### src/rtl/button_reader.sv
// Pushbutton front end: 2-FF synchroniser, polarity normalisation and a
// debounce FSM producing a clean level, press/release/long-press strobes and a press count.
module button_reader #(
  parameter int DEBOUNCE_CYCLES = 1_000_000,
  parameter int LONG_CYCLES     = 100_000_000,
  parameter bit ACTIVE_LOW      = 1'b1,
  parameter int CNT_W           = 8
) (
  input  logic             sysClk_i,
  input  logic             rst_i,
  input  logic             btn_i,
  output logic             pressed_o,
  output logic             press_o,
  output logic             release_o,
  output logic             long_press_o,
  output logic [CNT_W-1:0] press_count_o
);

  localparam int DB_W   = (DEBOUNCE_CYCLES > 1) ? $clog2(DEBOUNCE_CYCLES) : 1;
  localparam int HOLD_W = (LONG_CYCLES > 1) ? $clog2(LONG_CYCLES) : 1;
  localparam logic [DB_W-1:0]   DB_MAX   = DB_W'(DEBOUNCE_CYCLES - 1);
  localparam logic [HOLD_W-1:0] HOLD_MAX = HOLD_W'(LONG_CYCLES - 1);
  localparam logic INACTIVE_PIN = ACTIVE_LOW;

  typedef enum logic [1:0] {
    RELEASED   = 2'd0,
    DB_PRESS   = 2'd1,
    PRESSED    = 2'd2,
    DB_RELEASE = 2'd3
  } state_e;

  logic              sync1_q;
  logic              sync2_q;
  logic              act_s;
  state_e            state_q;
  logic [DB_W-1:0]   db_t_q;
  logic [HOLD_W-1:0] hold_t_q;
  logic              long_done_q;
  logic              pressed_q;
  logic              press_q;
  logic              release_q;
  logic              long_press_q;
  logic [CNT_W-1:0]  press_count_q;

  // Synchroniser resets to the idle pin level so reset never looks like a press.
  always_ff @(posedge sysClk_i) begin
    if (rst_i) begin
      sync1_q <= INACTIVE_PIN;
      sync2_q <= INACTIVE_PIN;
    end else begin
      sync1_q <= btn_i;
      sync2_q <= sync1_q;
    end
  end

  assign act_s = ACTIVE_LOW ? ~sync2_q : sync2_q;

  // Debounce FSM, hold timer and registered outputs.
  always_ff @(posedge sysClk_i) begin
    if (rst_i) begin
      state_q       <= RELEASED;
      db_t_q        <= '0;
      hold_t_q      <= '0;
      long_done_q   <= 1'b0;
      pressed_q     <= 1'b0;
      press_q       <= 1'b0;
      release_q     <= 1'b0;
      long_press_q  <= 1'b0;
      press_count_q <= '0;
    end else begin
      press_q      <= 1'b0;
      release_q    <= 1'b0;
      long_press_q <= 1'b0;

      case (state_q)
        RELEASED: begin
          if (act_s) begin
            state_q <= DB_PRESS;
            db_t_q  <= '0;
          end
        end
        DB_PRESS: begin
          if (!act_s) begin
            state_q <= RELEASED;
          end else if (db_t_q == DB_MAX) begin
            state_q       <= PRESSED;
            press_q       <= 1'b1;
            pressed_q     <= 1'b1;
            press_count_q <= press_count_q + CNT_W'(1);
            hold_t_q      <= '0;
            long_done_q   <= 1'b0;
          end else begin
            db_t_q <= db_t_q + DB_W'(1);
          end
        end
        PRESSED: begin
          if (!act_s) begin
            state_q <= DB_RELEASE;
            db_t_q  <= '0;
          end
        end
        DB_RELEASE: begin
          // A bounce back to pressed keeps the hold timer running.
          if (act_s) begin
            state_q <= PRESSED;
          end else if (db_t_q == DB_MAX) begin
            state_q   <= RELEASED;
            release_q <= 1'b1;
            pressed_q <= 1'b0;
          end else begin
            db_t_q <= db_t_q + DB_W'(1);
          end
        end
        default: begin
          state_q <= RELEASED;
        end
      endcase

      if ((state_q == PRESSED || state_q == DB_RELEASE) && !long_done_q) begin
        if (hold_t_q == HOLD_MAX) begin
          long_press_q <= 1'b1;
          long_done_q  <= 1'b1;
        end else begin
          hold_t_q <= hold_t_q + HOLD_W'(1);
        end
      end
    end
  end

  assign pressed_o     = pressed_q;
  assign press_o       = press_q;
  assign release_o     = release_q;
  assign long_press_o  = long_press_q;
  assign press_count_o = press_count_q;

endmodule
### config.mk
export PLATFORM = sky130hd
export DESIGN_NAME = button_reader
export DESIGN_NICKNAME = d
export VERILOG_FILES = /design/src/rtl/button_reader.sv
export SDC_FILE = /design/constraint.sdc
export NUM_CORES = 1
export LEC_CHECK = 0
export BUFFER_PORTS_ARGS = -buffer_cell sky130_fd_sc_hd__buf_2
export CAP_MARGIN = 20
export CORE_MARGIN = 4
export CORE_UTILIZATION = 59
export CTS_CLUSTER_DIAMETER = 60
export DETAILED_ROUTE_END_ITERATION = 8
export GPL_TIMING_DRIVEN = 0
export HOLD_SLACK_MARGIN = 0.12
export PLACE_DENSITY = 0.83
export SYNTH_ARGS = -nofsm -noshare
export SYNTH_HDL_FRONTEND = slang
export SYNTH_SLANG_ARGS = --single-unit
### constraint.sdc
create_clock -name sysClk_i -period 2.9 [get_ports sysClk_i]
set_clock_uncertainty 0.15 [all_clocks]
set_input_delay 0.435 -clock sysClk_i [delete_from_list [all_inputs] [get_ports sysClk_i]]
set_output_delay 0.435 -clock sysClk_i [all_outputs]
set_load 0.005 [all_outputs]
==> flow_summary.ini, run 1 <==
[place]
pre_cts_ws_ns = 0.327
place_hpwl_um = 5030
portBuffers = 14
gp_congestion = 0.883

[timing]
timing.final.hold_violations = 0
grt_setup_unrepaired = no
tightest_slew_ns = 0.830
period_share_pct = 88.4
worst_hold_slack_ns = 0.138
fin_setup_tns_ns = 0
slew_headroom_pct = 44.5
drv_slew = 0
fmax_ghz = 0.390
worst_slack_ns = 0.337
period_needed_ns = 2.56
finalSetupViolations = 0

[pwr]
p_seq_share_pct = 50.9
pwr-share-comb_pct = 2.3
p_leak_nw = 1.25
clkPwrFrac_pct = 46.8
powerDensity_mw_per_mm2 = 492
internal_power_mw = 1.39
finalPower_mw = 1.74
p_sw_share_pct = 20.5
peakVddDrop_mv = 0.319
p_switching_mw = 0.356

[route]
drc = 0
wirelength_um = 7000
drtPass1Iterations = 5
wl_per_cell_um = 14.7
vias = 2912
vias_per_cell = 6.12
detail-route-antenna-nets = 0
drt_iter0_markers = 149

[flow_run]
cap_violations = 0

[worst_setup_path]
ff2ff_path_depth = 7
r2r_start = db_t_q[0]$_SDFFE_PP0P_
r2r_setup_slack_ns = 0.34
critical_path_class = reg -> reg
rr_endpoint = press_count_o[3]$_SDFFE_PP0P_
critPathRequiredTime_ns = 2.98
crit_fanout = 10
crit_chain = ha_1, nand3_1, nor4_1, buf_2, nand2_2, nor3_1, mux2_2
crit_path_start_kind = flop
critPathCaptureType = flop
cpMaxStageDelayCell = nor4_1
slowest_delay_ns = 0.40
worstPathArrival_ns = 2.64

[floorplan]
io_pins = 15
die_area_mm2 = 0.00661
placeableCoreArea_mm2 = 0.00514
die_h_um = 81.3
rows = 26
initial_core_util_pct = 61.6
dieWidth_um = 81.3

[logic_synthesis]
async_flop_share_pct = 0
syn_area_per_cell_um2 = 8.43
mappedNetlistNets = 382
ys_seq_area_share_pct = 40.4
ys_seq_elements = 64
synthCells = 376
synth_area_mm2 = 0.00317
synth_edf_count = 0
ys_types = 51
synth_warnings = 0
ys.flop_type = dfxtp_1

[final_layout]
antenna_cells = 0
fillers = 424
drive_gt1_share_pct = 13.3
nets = 407
final_cell_mix = dfxtp_1 (64), nand2_1 (36), nor2_1 (34)
areaGrowthSynthToFinish_pct = 11.8
layout_commonest_cell = dfxtp_1

[clocking]
cts_made_buffers = 9
cts_tree = yes
htreeDepth = 3
cts_buffer_depth = 2
clkSinkCount = 64
cts_resized = 0
cts_root_buffer = clkbuf_8
path_clk_slew_ns = 0.07
insertion_delay_ns = 0.34
postCtsHoldBufs = 0
postCtsSetupRepairBufs = 0

[grt]
track_usage_pct = 23.6
overflow = 0
grt_pass1_vias = 2706
grt_first_pass_wirelength_um = 12200
grt_max_degree = 11
antenna_found_initial = 0

[hold_path]
hold_path_depth = 2
min_path_type = in -> reg
whs_endpoint = sync1_q$_SDFF_PP1_
hold_start = btn_i

[status]
status = finished, final reports clean
[Yosys cell counts (4+ instances only)]
library cell	count	share of area (%)
nand2_1	36	4.3
buf_4	4	0.95
nand3_1	26	4.1
o31ai_1	8	1.9
nor2b_1	5	0.99
and2_1	7	1.4
o211ai_1	9	2.1
o21ai_0	10	1.6
inv_1	9	1.1
a31oi_1	4	0.79
or4_1	13	3.1
clkbuf_1	7	0.83
and3_1	9	1.8
nor2_1	34	4.0
or3_1	10	2.0
xor2_1	9	2.5
nor3_1	9	1.4
a21oi_1	21	3.3
mux2_2	4	1.4
dfxtp_1	64	40
buf_2	4	0.63
xnor2_1	9	2.5
nor4_1	4	0.79
nand4_1	15	3.0
[layer usage]
metal	vias up	part of all wire (%)	track usage (%)
met4	0	0.91	7.26
met2	84	50	39.8
li1	1439	-	-
met3	7	4.9	6.32
met5	-	0	0
met1	1382	44	29.2
[how the worst max path moves through the flow]
stage,slack [ns],from,endpoint,cells after the start
6_report,0.34,db_t_q[0]$_SDFFE_PP0P_,press_count_o[3]$_SDFFE_PP0P_,7
5_1_grt,0.06,db_t_q[0]$_SDFFE_PP0P_,press_count_o[3]$_SDFFE_PP0P_,7
4_1_cts,0.33,db_t_q[0]$_SDFFE_PP0P_,press_count_o[3]$_SDFFE_PP0P_,7
3_5_place_dp,0.33,db_t_q[0]$_SDFFE_PP0P_,press_count_o[3]$_SDFFE_PP0P_,7
3_3_place_gp,0.43,db_t_q[0]$_SDFFE_PP0P_,press_count_o[3]$_SDFFE_PP0P_,7
2_1_floorplan,0.71,db_t_q[0]$_SDFFE_PP0P_,press_count_o[5]$_SDFFE_PP0P_,7
[worst max-delay path, delay by kind of cell, from the launching register on]
family                   cells  cell delay, ns
AND/OR/NAND/NOR              4            1.07
flip-flops                   1            0.38
multiplexers                 1            0.37
buffers and inverters        1            0.29
adder cells (fa/ha/maj)      1            0.20
[layout make-up]
class	instances	area (µm²)	area share, %
multi-input combinational	288	1780	50.1
clock buffer	14	183	5.16
timing repair buffer	14	70.1	1.98
sequential	64	1280	36.2
clock inverter	2	35.0	0.989
buffer	15	76.3	2.15
tap	70	87.6	2.47
inverter	9	33.8	0.953
[power groups by stage]
stage               logic, mW  clock network (mW)  registers, mW
finish                 0.0407               0.815          0.887
global route           0.0453               0.875          0.887
CTS                    0.0409               0.828          0.887
detailed placement     0.0408                   0          0.907
global placement       0.0400                   0          0.906
floorplan              0.0264                   0          0.906
[sequential cells by signal, indices dropped and copies added, names as in the netlist, named ones only]
register / count
hold_t_q: 27
db_t_q: 20
press_count_o: 8
long_done_q: 1
long_press_o: 1
press_o: 1
pressed_o: 1
release_o: 1
state_q: 1
sync1_q: 1
sync2_q: 1
[metrics by stage]
stage | instances | utilization (%) | cell area (µm²)
2_1_floorplan | 376 | - | 3170
3_3_place_gp | 460 | 64.7 | 3330
3_5_place_dp | 460 | 64.7 | 3330
4_1_cts | 476 | 68.9 | 3540
5_1_grt | 476 | 68.9 | 3540
6_report | 476 | 68.9 | 3540
[cell families after synthesis]
logic type,count (synthesis),share of synthesized area (%)
simple gates,193,34.0
compound gates,68,13.8
flops,64,40.4
buf+inv,24,3.48
xor+xnor,18,4.98
mux,6,2.05
fa+ha+maj,3,1.18
(Power assumes the default switching activity.)
==> run 2, diff against run 1 <==
- CORE_UTILIZATION: 59 -> 55
- PLACE_DENSITY: 0.83 -> 0.79
- clock period: 2.9 -> 2.78 ns (I/O delays scaled with it)
==> run 2 against run 1 <==
  * Non-clock buffer count increased by 1
  * Utilization decreased by 5.1 points
  * Power increased by 1.4%
  * Worst hold slack improved by 0.14 ns
  * Via count decreased by 1.7%
  * Largest power group unchanged
  * Highest routed layer unchanged
==> flow_summary.ini, run 2 (synthesized netlist as in run 1, its figures left out) <==
[grt]
antenna_found_initial = 0
overflow = 0
track_usage_pct = 21.1
grt_first_pass_wirelength_um = 12200
grt_max_degree = 11
grt_pass1_vias = 2718

[timing]
fin_setup_tns_ns = 0
tightest_slew_ns = 0.822
slew_headroom_pct = 45.1
drv_slew = 0
period_share_pct = 93.3
finalSetupViolations = 0
timing.final.hold_violations = 0
grt_setup_unrepaired = no
fmax_ghz = 0.386
period_needed_ns = 2.59
worst_hold_slack_ns = 0.282

[route]
vias = 2862
wirelength_um = 7190
drt_iter0_markers = 161
wl_per_cell_um = 15.0
drc = 0
drtPass1Iterations = 4
vias_per_cell = 5.97
detail-route-antenna-nets = 0

[clocking]
insertion_delay_ns = 0.33
postCtsSetupRepairBufs = 0
cts_tree = yes
cts_made_buffers = 9
clkSinkCount = 64
htreeDepth = 3
cts_root_buffer = clkbuf_8
cts_buffer_depth = 2
path_clk_slew_ns = 0.07

[worst_setup_path]
critical_path_class = reg -> reg
crit_fanout = 8
r2r_start = hold_t_q[0]$_SDFF_PP0_
r2r_setup_slack_ns = 0.19
critPathRequiredTime_ns = 2.89
startpoint = hold_t_q[0]$_SDFF_PP0_
worstPathArrival_ns = 2.70
critPathCaptureType = flop
crit_path_start_kind = flop

[final_layout]
nets = 408
top_register = hold_t_q
drive_gt1_share_pct = 13.0
areaGrowthSynthToFinish_pct = 11.7
final_cell_mix = dfxtp_1 (64), nand2_1 (36), nor2_1 (34)
layout_commonest_cell = dfxtp_1
antenna_cells = 0
largest_register_ffs = 27

[pwr]
p_leak_nw = 1.24
powerDensity_mw_per_mm2 = 499
peakVddDrop_mv = 0.352

[floorplan]
placeableCoreArea_mm2 = 0.00554
die_h_um = 83.9
die_area_mm2 = 0.00704
io_pins = 15
initial_core_util_pct = 57.2
rows = 27
dieWidth_um = 83.9

[hold_path]
hold_start = sync1_q$_SDFF_PP1_
min_path_type = reg -> reg

[place]
gp_congestion = 0.820
portBuffers = 14
place_hpwl_um = 5030

[status]
status = finished, final reports clean

[flow_run]
cap_violations = 0
## run 2: changes by cell type in the layout (fill, tap and decap cells not counted)
cell           change
clkbuf_1           +1
clkbuf_8           -2
clkinv_2           +1
dlygate4sd3_1      +1
## run 2: what timing repair did
action / CTS / global route
resized for setup: 0 / 0
hold buffers: 1 / 0
endpoints found under the hold margin: 1 / 0
## run 2: per-layer routing
layer  wire length, µm  up-vias  track usage (%)
li1                  -     1438                -
met1              3230     1356             25.5
met2              3600       62             36.4
met3               296        6             5.33
met4                71        0             6.73
met5                 0        -                0
## run 2: final timing paths
path | endpoint | cells past startpoint
max | hold_t_q[22]$_SDFF_PP0_ | 6
min | sync2_q$_SDFF_PP1_ | 1
max reg2reg | hold_t_q[22]$_SDFF_PP0_ | 6
min reg2reg | sync2_q$_SDFF_PP1_ | 1
## run 2: final cells by class
type / instances / area, µm²
buffer: 15 / 76.3
clock buffer: 13 / 159
clock inverter: 3 / 40.0
fill: 489 / 2000
inverter: 9 / 33.8
multi-input combinational: 288 / 1780
sequential: 64 / 1280
tap: 72 / 90.1
timing repair buffer: 15 / 80.1
## run 2: per-stage QoR
stage	power [mW]	setup WS, ns	util [%]	area [µm²]	instances
after floorplan	0.973	0.594	-	3170	376
after global placement	0.987	0.299	60.1	3330	462
after detailed placement	0.988	0.274	60.1	3330	462
after CTS	1.78	0.228	63.8	3540	479
after global routing	1.83	0.0601	63.8	3540	479
final	1.77	0.186	63.8	3540	479
## run 2: critical path, cell delays in order, from the launching register on
cell and delay [ns]:
dfxtp_1 0.39, ha_1 0.21, nand3_1 0.21, nor3_1 0.41
nand4_1 0.35, or4_2 0.64, a21oi_1 0.17
## run 2: report_power, final
group	internal [mW]	switching, mW	leakage [nW]	total (mW)
clock	0.461	0.336	0.103	0.797
combinational	0.0134	0.0303	0.622	0.0437
sequential	0.922	0.00349	0.516	0.925
==> run 3, diff against run 2 <==
- ABC_AREA: not set -> 1
- PLACE_DENSITY: 0.79 -> 0.78
==> run 3 against run 2 <==
  * Routed wire length rose by 31%
  * Final cell count rose by 58%
  * Synthesized area rose by 23%
  * Sequential power fell by 0.4%
  * Synthesized cell count rose by 68%
  * Non-clock buffer count rose by 1
  * Count of clock-buffer cells in the layout fell by 4
  * Via count rose by 38%
  * Critical path type unchanged
  * Largest cell class unchanged
==> flow_summary.ini, run 3 <==
[final_layout]
layout_commonest_cell = nand2_1
final_cells = 756
top_register = hold_t_q
areaGrowthSynthToFinish_pct = 10.9
final_cell_mix = nand2_1 (161), nor2_1 (116), inv_1 (83)
antenna_cells = 0
drive_gt1_share_pct = 10.2
nets = 661
largest_register_ffs = 27

[logic_synthesis]
ys_seq_area_share_pct = 33.0
syn_area_per_cell_um2 = 6.16
synth_top_area_share_pct = 33.0
synth_common_cells = nand2_1 (161), nor2_1 (116), inv_1 (83)
mappedNetlistNets = 636
synth_edf_count = 0
yosysMostFrequentCell = nand2_1
synth_warnings = 0
synthCells = 630
ys_seq_elements = 64
yosysTopAreaCell = dfxtp_1
async_flop_share_pct = 0
synth_area_leaders = dfxtp_1 (33%), nand2_1 (16%), nor2_1 (11%), inv_1 (8.0%), nand3_1 (6.4%)
ys_types = 32
ys.flop_type = dfxtp_1
synth_area_mm2 = 0.00388

[timing]
fmax_ghz = 0.487
grt_setup_unrepaired = no
tightest_slew_ns = 0.599
period_needed_ns = 2.05
period_share_pct = 73.9
fin_setup_tns_ns = 0
timing.final.hold_violations = 0
finalSetupViolations = 0
slew_headroom_pct = 60.0
drv_slew = 0

[flow_run]
cap_violations = 0

[grt]
grt_first_pass_wirelength_um = 16000
antenna_found_initial = 0
globalRouteMet3Util_pct = 2.79
grt_pass1_vias = 3542
grt_max_degree = 14
met2_usage_pct = 38.5
met1_usage_pct = 29.9
overflow = 0
track_usage_pct = 23.1
grt.busiest_layer = met2

[route]
drt_iter0_markers = 244
drtPass1Iterations = 5
wl_per_cell_um = 12.5
detail-route-antenna-nets = 0
vias = 3939
vias_per_cell = 5.21
drc = 0
wirelength_um = 9460

[floorplan]
die_area_mm2 = 0.00847
initial_core_util_pct = 56.8
placeableCoreArea_mm2 = 0.00683
io_pins = 15
die_h_um = 92.0
dieWidth_um = 92.0
rows = 30

[status]
status = finished, final reports clean

[pwr]
peakVddDrop_mv = 0.224
p_leak_nw = 1.62
powerDensity_mw_per_mm2 = 439

[worst_setup_path]
r2r_setup_slack_ns = 0.73
critPathCaptureType = flop
critPathRequiredTime_ns = 2.90
worstPathArrival_ns = 2.18
crit_fanout = 6
critical_path_class = reg -> reg
startpoint = db_t_q[0]$_SDFFE_PP0P_
crit_path_start_kind = flop
crit_end = pressed_o$_SDFFE_PP0P_
r2r_start = db_t_q[0]$_SDFFE_PP0P_
ff2ff_path_depth = 7
rr_endpoint = pressed_o$_SDFFE_PP0P_

[clocking]
insertion_delay_ns = 0.35
path_clk_slew_ns = 0.08
clkSinkCount = 64
cts_root_buffer = clkbuf_8
cts_made_buffers = 9
cts_tree = yes
htreeDepth = 3
postCtsSetupRepairBufs = 0
cts_buffer_depth = 2

[hold_path]
hold_path_depth = 1
min_path_type = reg -> reg

[place]
gp_congestion = 0.953
place_hpwl_um = 6940
dpl.cell_count = 739
portBuffers = 13
[run 3: critical path: stages, from the launching register on]
cell	delay [ns]
dfxtp_1	0.43
ha_1	0.24
nand2_1	0.10
nor2_2	0.27
nand4_1	0.19
nor3_1	0.34
inv_1	0.12
o21ai_0	0.15
[run 3: how the worst min path moves through the flow]
stage / start / to / slack (ns)
after floorplan: sync1_q$_SDFF_PP1_ / sync2_q$_SDFF_PP1_ / 0.24
after global placement: sync1_q$_SDFF_PP1_ / sync2_q$_SDFF_PP1_ / 0.25
after detailed placement: sync1_q$_SDFF_PP1_ / sync2_q$_SDFF_PP1_ / 0.25
after CTS: sync1_q$_SDFF_PP1_ / sync2_q$_SDFF_PP1_ / 0.27
after global routing: sync1_q$_SDFF_PP1_ / sync2_q$_SDFF_PP1_ / 0.30
final: sync1_q$_SDFF_PP1_ / sync2_q$_SDFF_PP1_ / 0.27
[run 3: final cells by class]
class                      instances  area, µm²
buffer                            17        108
clock buffer                       9        124
clock inverter                     7        105
fill                             684       2520
inverter                          88        330
multi-input combinational        461       2160
sequential                        64       1280
tap                               96        120
timing repair buffer              14       75.1
[run 3: repair_timing]
item,in CTS,in global routing
gates resized for setup,0,0
hold buffers,1,0
endpoints found under the hold margin,1,0
[run 3: cell families (layout without fill, tap and decap cells)]
family                   after synthesis  count (layout)  share of synthesized area, %
AND/OR/NAND/NOR                      391             391                          44.6
buffers and inverters                105             135                          11.3
flip-flops                            64              64                          33.0
AO/OA/AOI/OAI                         56              56                          7.67
XOR/XNOR                              11              11                          2.48
adder cells (fa/ha/maj)                3               3                         0.967
[run 3: power by group]
| part | internal, mW | leakage, nW | total (mW) | switching (mW) |
|---|---|---|---|---|
| Combinational | 0.0111 | 0.996 | 0.0443 | 0.0332 |
| Clock | 0.515 | 0.112 | 0.927 | 0.412 |
| Sequential | 0.918 | 0.516 | 0.921 | 0.00258 |
| Total | 1.44 | 1.62 | 1.89 | 0.448 |
[run 3: through the flow]
step / total power [mW] / instance area [µm²] / hold WS [ns] / setup slack [ns] / util (%)
6_report: 1.89 / 4310 / 0.271 / 0.725 / 63.0
2_1_floorplan: 0.971 / 3880 / 0.239 / 1.05 / -
4_1_cts: 1.90 / 4310 / 0.273 / 0.723 / 63.0
5_1_grt: 1.94 / 4310 / 0.300 / 0.524 / 63.0
3_3_place_gp: 0.985 / 4070 / 0.253 / 0.777 / 59.5
3_5_place_dp: 0.985 / 4070 / 0.254 / 0.744 / 59.5
[run 3: routing by layer]
layer	part of all wire [%]	wire, µm
met5	0	0
met4	1.6	147
met3	4.7	446
met2	48	4530
met1	46	4330
